--- src/rtl/gbdmg_vgm_pkg.sv ---
// Shared constants and state types for the VGM command player that feeds the DMG APU.
package gbdmg_vgm_pkg;

    localparam logic [7:0] OP_GB_WR     = 8'hB3;
    localparam logic [7:0] OP_WAIT16    = 8'h61;
    localparam logic [7:0] OP_WAIT_NTSC = 8'h62;
    localparam logic [7:0] OP_WAIT_PAL  = 8'h63;
    localparam logic [7:0] OP_END       = 8'h66;
    // 0x70-0x7F: short wait of (low nibble + 1) samples
    localparam logic [3:0] OP_WAIT_SHORT = 4'h7;

    localparam logic [15:0] WAIT_NTSC_TICKS = 16'd735;
    localparam logic [15:0] WAIT_PAL_TICKS  = 16'd882;

    typedef enum logic [3:0] {
        ST_IDLE,
        ST_FETCH_OP,
        ST_FETCH_A,
        ST_FETCH_D,
        ST_FETCH_W0,
        ST_FETCH_W1,
        ST_WR_HI,
        ST_WR_LO,
        ST_WAIT,
        ST_DONE,
        ST_ERROR
    } vgm_state_e;

    typedef enum logic [1:0] {
        SP_IDLE,
        SP_HI,
        SP_LO
    } strb_phase_e;

endpackage

--- src/rtl/gbdmg_wr_strobe.sv ---
// Shapes one APU register write into WR_HOLD high cycles followed by WR_GAP low cycles.
module gbdmg_wr_strobe #(
    parameter int WR_HOLD = 2,
    parameter int WR_GAP  = 2
) (
    input  logic in_clk,
    input  logic in_rst_n,
    input  logic in_start,
    output logic out_wr,
    output logic out_hi_done,
    output logic out_done
);
    import gbdmg_vgm_pkg::*;

    strb_phase_e phase_q, phase_d;
    logic [7:0]  cnt_q, cnt_d;
    logic        hi_last, lo_last;

    assign hi_last = (phase_q == SP_HI) && (cnt_q == 8'(WR_HOLD - 1));
    assign lo_last = (phase_q == SP_LO) && (cnt_q == 8'(WR_GAP - 1));

    always_ff @(posedge in_clk or negedge in_rst_n) begin
        if (!in_rst_n) begin
            phase_q <= SP_IDLE;
            cnt_q   <= 8'd0;
        end else begin
            phase_q <= phase_d;
            cnt_q   <= cnt_d;
        end
    end

    always_comb begin
        phase_d = phase_q;
        cnt_d   = cnt_q;
        if (in_start) begin
            phase_d = SP_HI;
            cnt_d   = 8'd0;
        end else begin
            case (phase_q)
                SP_HI: begin
                    if (hi_last) begin
                        phase_d = SP_LO;
                        cnt_d   = 8'd0;
                    end else begin
                        cnt_d = cnt_q + 8'd1;
                    end
                end
                SP_LO: begin
                    if (lo_last) begin
                        phase_d = SP_IDLE;
                        cnt_d   = 8'd0;
                    end else begin
                        cnt_d = cnt_q + 8'd1;
                    end
                end
                default: begin
                    phase_d = SP_IDLE;
                    cnt_d   = 8'd0;
                end
            endcase
        end
    end

    // Decoded straight from the phase register so reset clears the strobe at once.
    assign out_wr      = (phase_q == SP_HI);
    assign out_hi_done = hi_last;
    assign out_done    = lo_last;

endmodule

--- src/rtl/gbdmg_vgm_player.sv ---
// Walks a VGM byte stream, issuing DMG register writes and pacing waits on the sample tick.
module gbdmg_vgm_player #(
    parameter int WR_HOLD = 2,
    parameter int WR_GAP  = 2
) (
    input  logic       in_clk,
    input  logic       in_rst_n,
    input  logic       in_start,
    input  logic [7:0] in_data,
    input  logic       in_valid,
    output logic       out_ready,
    input  logic       in_sample_tick,
    output logic [5:0] out_reg,
    output logic [7:0] out_val,
    output logic       out_wr,
    output logic       out_busy,
    output logic       out_done,
    output logic       out_error
);
    import gbdmg_vgm_pkg::*;

    vgm_state_e  state_q, state_d;
    logic        accept;
    logic [7:0]  aa_q, wlo_q;
    logic [15:0] cnt_q, cnt_load;
    logic        load_cnt;
    logic [15:0] wait16;
    logic [5:0]  reg_q;
    logic [7:0]  val_q;
    logic        strb_start, strb_hi_done, strb_done;

    assign accept     = in_valid && out_ready;
    assign wait16     = {in_data, wlo_q};
    assign strb_start = (state_q == ST_FETCH_D) && accept && (aa_q[7:6] == 2'b00);

    always_ff @(posedge in_clk or negedge in_rst_n) begin
        if (!in_rst_n) state_q <= ST_IDLE;
        else           state_q <= state_d;
    end

    always_comb begin
        state_d  = state_q;
        load_cnt = 1'b0;
        cnt_load = 16'd0;
        case (state_q)
            ST_IDLE, ST_DONE, ST_ERROR: begin
                if (in_start) state_d = ST_FETCH_OP;
            end
            ST_FETCH_OP: begin
                if (accept) begin
                    if (in_data[7:4] == OP_WAIT_SHORT) begin
                        state_d  = ST_WAIT;
                        load_cnt = 1'b1;
                        cnt_load = {12'd0, in_data[3:0]} + 16'd1;
                    end else begin
                        case (in_data)
                            OP_GB_WR:     state_d = ST_FETCH_A;
                            OP_WAIT16:    state_d = ST_FETCH_W0;
                            OP_WAIT_NTSC: begin
                                state_d  = ST_WAIT;
                                load_cnt = 1'b1;
                                cnt_load = WAIT_NTSC_TICKS;
                            end
                            OP_WAIT_PAL: begin
                                state_d  = ST_WAIT;
                                load_cnt = 1'b1;
                                cnt_load = WAIT_PAL_TICKS;
                            end
                            OP_END:       state_d = ST_DONE;
                            default:      state_d = ST_ERROR;
                        endcase
                    end
                end
            end
            ST_FETCH_A:  if (accept) state_d = ST_FETCH_D;
            ST_FETCH_D: begin
                // Addresses above 0x3F are outside the APU window and are skipped.
                if (accept) state_d = (aa_q[7:6] == 2'b00) ? ST_WR_HI : ST_FETCH_OP;
            end
            ST_FETCH_W0: if (accept) state_d = ST_FETCH_W1;
            ST_FETCH_W1: begin
                if (accept) begin
                    if (wait16 == 16'd0) begin
                        state_d = ST_FETCH_OP;
                    end else begin
                        state_d  = ST_WAIT;
                        load_cnt = 1'b1;
                        cnt_load = wait16;
                    end
                end
            end
            ST_WR_HI: if (strb_hi_done) state_d = ST_WR_LO;
            ST_WR_LO: if (strb_done) state_d = ST_FETCH_OP;
            ST_WAIT: begin
                if (in_sample_tick && (cnt_q == 16'd1)) state_d = ST_FETCH_OP;
            end
            default: state_d = ST_IDLE;
        endcase
    end

    always_ff @(posedge in_clk or negedge in_rst_n) begin
        if (!in_rst_n) begin
            aa_q  <= 8'd0;
            wlo_q <= 8'd0;
            cnt_q <= 16'd0;
            reg_q <= 6'd0;
            val_q <= 8'd0;
        end else begin
            if ((state_q == ST_FETCH_A) && accept)  aa_q  <= in_data;
            if ((state_q == ST_FETCH_W0) && accept) wlo_q <= in_data;
            if (strb_start) begin
                reg_q <= aa_q[5:0];
                val_q <= in_data;
            end
            // Ticks only count while waiting; the load cycle is never in WAIT.
            if (load_cnt)
                cnt_q <= cnt_load;
            else if ((state_q == ST_WAIT) && in_sample_tick && (cnt_q != 16'd0))
                cnt_q <= cnt_q - 16'd1;
        end
    end

    gbdmg_wr_strobe #(
        .WR_HOLD (WR_HOLD),
        .WR_GAP  (WR_GAP)
    ) u_wr_strobe (
        .in_clk      (in_clk),
        .in_rst_n    (in_rst_n),
        .in_start    (strb_start),
        .out_wr      (out_wr),
        .out_hi_done (strb_hi_done),
        .out_done    (strb_done)
    );

    always_comb begin
        out_ready = 1'b0;
        out_busy  = 1'b1;
        case (state_q)
            ST_FETCH_OP, ST_FETCH_A, ST_FETCH_D, ST_FETCH_W0, ST_FETCH_W1: out_ready = 1'b1;
            ST_IDLE, ST_DONE, ST_ERROR: out_busy = 1'b0;
            default: ;
        endcase
    end

    assign out_done  = (state_q == ST_DONE);
    assign out_error = (state_q == ST_ERROR);
    assign out_reg   = reg_q;
    assign out_val   = val_q;

endmodule

--- config.mk ---
export PLATFORM = sky130hd
export DESIGN_NAME = gbdmg_vgm_player
export DESIGN_NICKNAME = d
export VERILOG_FILES = /design/src/rtl/gbdmg_vgm_pkg.sv /design/src/rtl/gbdmg_wr_strobe.sv /design/src/rtl/gbdmg_vgm_player.sv
export SDC_FILE = /design/constraint.sdc
export NUM_CORES = 1
export LEC_CHECK = 0
export CAP_MARGIN = 30
export CORE_MARGIN = 1
export CORE_UTILIZATION = 40
export DETAILED_ROUTE_END_ITERATION = 10
export PLACE_DENSITY = 0.7
export SLEW_MARGIN = 20
export SYNTH_ARGS = -nofsm -noshare
export SYNTH_HDL_FRONTEND = slang
export SYNTH_SLANG_ARGS = --single-unit
--- constraint.sdc ---
create_clock -name in_clk -period 2.4 [get_ports in_clk]
set_input_delay 0.36 -clock in_clk [delete_from_list [all_inputs] [get_ports in_clk]]
set_output_delay 0.36 -clock in_clk [all_outputs]
set_load 0.01 [all_outputs]
==> results.py <==
metrics = {
    "detailed_routing": {
        "ant_nets": 0,
        "drtIter0Drc": 271,
        "wl_met3_um": 652,
        "dr.pass1.iters": 5,
        "routed-via-count": 3344,
        "drc_errors": 0,
        "routed_via_density": 5.84,
        "wl_um": 9570,
        "wl_met2_um": 4500,
        "avgRoutedWirePerCell_um": 16.7,
        "wl_met1_um": 4290,
        "top_layer": "met4",
    },
    "synthesis": {
        "syn_inst": 371,
        "async_flop_share_pct": 100,
        "yosysSeqAreaShare_pct": 41.6,
        "synth_edf_count": 0,
        "yosysWarnings": 0,
        "netlist_area_um2": 3610,
        "ys_ff_latch": 60,
        "ys.flop_type": "dfrtp_1",
        "synth_nets": 395,
        "yosys.cell_types.count": 62,
        "post_synth.cell_area_avg_um2": 9.72,
    },
    "power_and_ir_drop": {
        "p_int_mw": 3.19,
        "power.clock.fraction_pct": 23.5,
        "ir_drop_v": 0.000646,
        "switching_share_pct": 34.9,
        "power_frac_comb_pct": 42.3,
        "p_switching_mw": 1.71,
        "p_leak_nw": 2.03,
        "p_total_mw": 4.90,
        "pwr_density_cell_nw_per_um2": 1030,
        "pwr-share-seq_pct": 34.2,
    },
    "setup_path": {
        "cp_num_buf_inv": 3,
        "path_common_cell": "buf_4",
        "crit_path_max_fanout": 8,
        "crit_start": "state_q[3]",
        "slowest_stage": "clkdlybuf4s50_1",
        "timing_worst_setup_path_type": "register to primary output",
        "critPathLaunchType": "register",
        "crit_chain": "buf_4 -> buf_4 -> and2_1 -> o21ai_0 -> clkdlybuf4s50_1",
        "crit_arrival_ps": 1980,
        "worstSetupEndpointType": "primary output",
        "cpPeakStageDelay_ps": 560,
        "critPathRequiredTime_ps": 2040,
        "path_delay_family": "buffers and inverters",
        "reg2reg_from": "cnt_q[4]",
    },
    "floorplan": {
        "start_util_pct": 41.4,
        "dieWidth_um": 97.0,
        "rows": 34,
        "die_h_um": 97.0,
        "pin_count": 32,
        "core_area_um2": 8720,
        "die_area_um2": 9400,
    },
    "layout": {
        "drive_gt1_share_pct": 28.0,
        "largest_reg_flops": 16,
        "instances_no_fill": 573,
        "final_nets": 484,
        "top_register": "cnt_q",
        "diodes": 0,
        "syn_to_final_growth_pct": 31.8,
    },
    "clocking": {
        "cts_max_level": 3,
        "clock_path_buffers": 2,
        "post_cts_buffers": 0,
        "cts-root-buf": "clkbuf_8",
        "clk_pin_slew_ps": 70,
        "cts.sinks": 60,
        "numCtsBuffers": 9,
        "cts_tree": "yes",
        "clk_latency_ps": 350,
    },
    "grt": {
        "grt_pass1_vias": 3314,
        "overflow": 0,
        "grt_pass1_wl_um": 15800,
        "grt_antenna_before_repair": 0,
        "grt_start_max_net_pins": 40,
        "grt_usage_pct": 21.1,
    },
    "timing": {
        "max_freq_ghz": 0.428,
        "rsz0062_at_grt": "true",
        "setup_slack_ps": 64.1,
        "final-setup-viol-count": 0,
        "finalCriticalPeriod_ps": 2340,
        "period_share_pct": 97.3,
        "hold_viol": 0,
        "drv_slew": 0,
        "maxSlewHeadroom_pct": 65.4,
        "worst_pin_slew_ps": 518,
        "clock_skew_ps": 8.77,
        "whs_ps": 490,
    },
    "placement": {
        "port-buffer-count": 31,
        "place.gp.congestion": 0.941,
        "dp_cells": 556,
        "place_ws_ps": -275,
        "dp_hpwl_um": 7210,
    },
    "min_path": {
        "hp-start": "out_reg[4]",
        "hp-class": "register to register",
    },
    "flow_run": {
        "max_cap_violations": 0,
    },
    "run_status": {
        "status": "completed",
    },
}
power by group through the flow:
| stage | logic, mW | registers, mW | clock network [mW] |
|---|---|---|---|
| 6_report | 2.07 | 1.68 | 1.15 |
| 5_1_grt | 2.26 | 1.72 | 1.22 |
| 4_1_cts | 2.04 | 1.67 | 1.17 |
| 3_5_place_dp | 2.02 | 1.68 | 0 |
| 3_3_place_gp | 1.98 | 1.67 | 0 |
| 2_1_floorplan | 1.17 | 1.66 | 0 |
cell type report:
type,instances,area [um^2]
inverters,15,56.3
clock inverters,4,95.1
well taps,108,135
repair buffers,94,791
fillers,751,3970
flip-flops and latches,60,1500
clock buffers,12,155
multi-input cells,280,2020
repair_timing:
item                       4_1_cts  5_1_grt
setup endpoints to repair        1       14
hold endpoints to repair        21        0
pin swaps                        0        9
cloned                           0        0
resized for setup                1        9
hold buffers                     1        0
cell usage after synthesis, types with 4 or more instances:
| cell | instances | share of area (%) |
|---|---|---|
| xnor2_1 | 4 | 0.97 |
| nand3_1 | 18 | 2.5 |
| o21ai_0 | 11 | 1.5 |
| nor4_1 | 11 | 1.9 |
| nand2_1 | 27 | 2.8 |
| inv_1 | 15 | 1.6 |
| xor2_1 | 6 | 1.5 |
| dfrtp_1 | 60 | 42 |
| nor2_1 | 25 | 2.6 |
| or3_1 | 10 | 1.7 |
| nand2b_1 | 4 | 0.69 |
| o22ai_1 | 5 | 0.87 |
| a211oi_1 | 6 | 1.2 |
| clkbuf_1 | 13 | 1.4 |
| o211ai_1 | 6 | 1.2 |
| nand4_1 | 6 | 1.0 |
| a21oi_1 | 14 | 1.9 |
| and2_1 | 6 | 1.0 |
| mux2_2 | 26 | 8.1 |
| ha_1 | 11 | 3.8 |
| nor3_1 | 13 | 1.8 |
worst register-to-register path: stages (launching register included):
cell and delay [ps]:
dfrtp_1 380, or4_4 580, or4_4 450, a2111o_1 410, o311ai_2 290, o21ai_1 90
routing by layer:
layer	GRT usage, %	up-vias
li1	-	1573
met5	0	-
met2	33.8	133
met3	5.71	14
met4	8.15	0
met1	27.2	1624
path summary, 6_finish.rpt:
| path | slack (ps) | cells after the start | to |
|---|---|---|---|
| min in group asynchronous | 510 | 2 | u_wr_strobe.cnt_q[3] |
| max in group asynchronous | 1290 | 3 | state_q[1] |
| worst max-delay path | 60 | 5 | out_busy |
| worst min register to register | 490 | 1 | out_reg[4] |
| worst max register to register | 80 | 5 | cnt_q[14] |
| worst min-delay path | 490 | 1 | out_reg[4] |
cells by family (layout without fill, tap and decap cells):
logic type,count (synthesis),count (layout),share of synthesized area (%)
xor+xnor,10,10,2.43
mux,30,30,9.30
flops,60,60,41.6
compound gates,82,82,16.6
simple gates,147,147,22.9
fa+ha+maj,11,11,3.82
buf+inv,31,125,3.30
through the flow:
stage | util (%) | cell area (um^2) | TNS (ps)
floorplan | - | 3610 | 0
global placement | 51.1 | 4460 | -2950
detailed placement | 51.1 | 4460 | -2650
CTS | 54.1 | 4720 | 0
global route | 54.5 | 4760 | -10.9
finish | 54.5 | 4760 | 0
layout by cell type (no fill, tap or decap), types with 4 or more instances in the layout:
cell,count
buf_4,60
dfrtp_1,59
o22ai_1,5
and2_1,5
xnor2_1,4
nor3_1,12
nand4_1,6
nand2_1,27
a211oi_1,6
or3_1,9
xor2_1,6
nor4_1,10
nand3_1,18
nor2_1,25
mux2_2,26
nand2b_1,4
o211ai_1,6
inv_1,15
clkbuf_8,11
o21ai_0,10
ha_1,11
a21oi_1,13
clkdlybuf4s50_1,30
o21ai_1,4
Note: power is estimated with default switching activity, not from simulation.
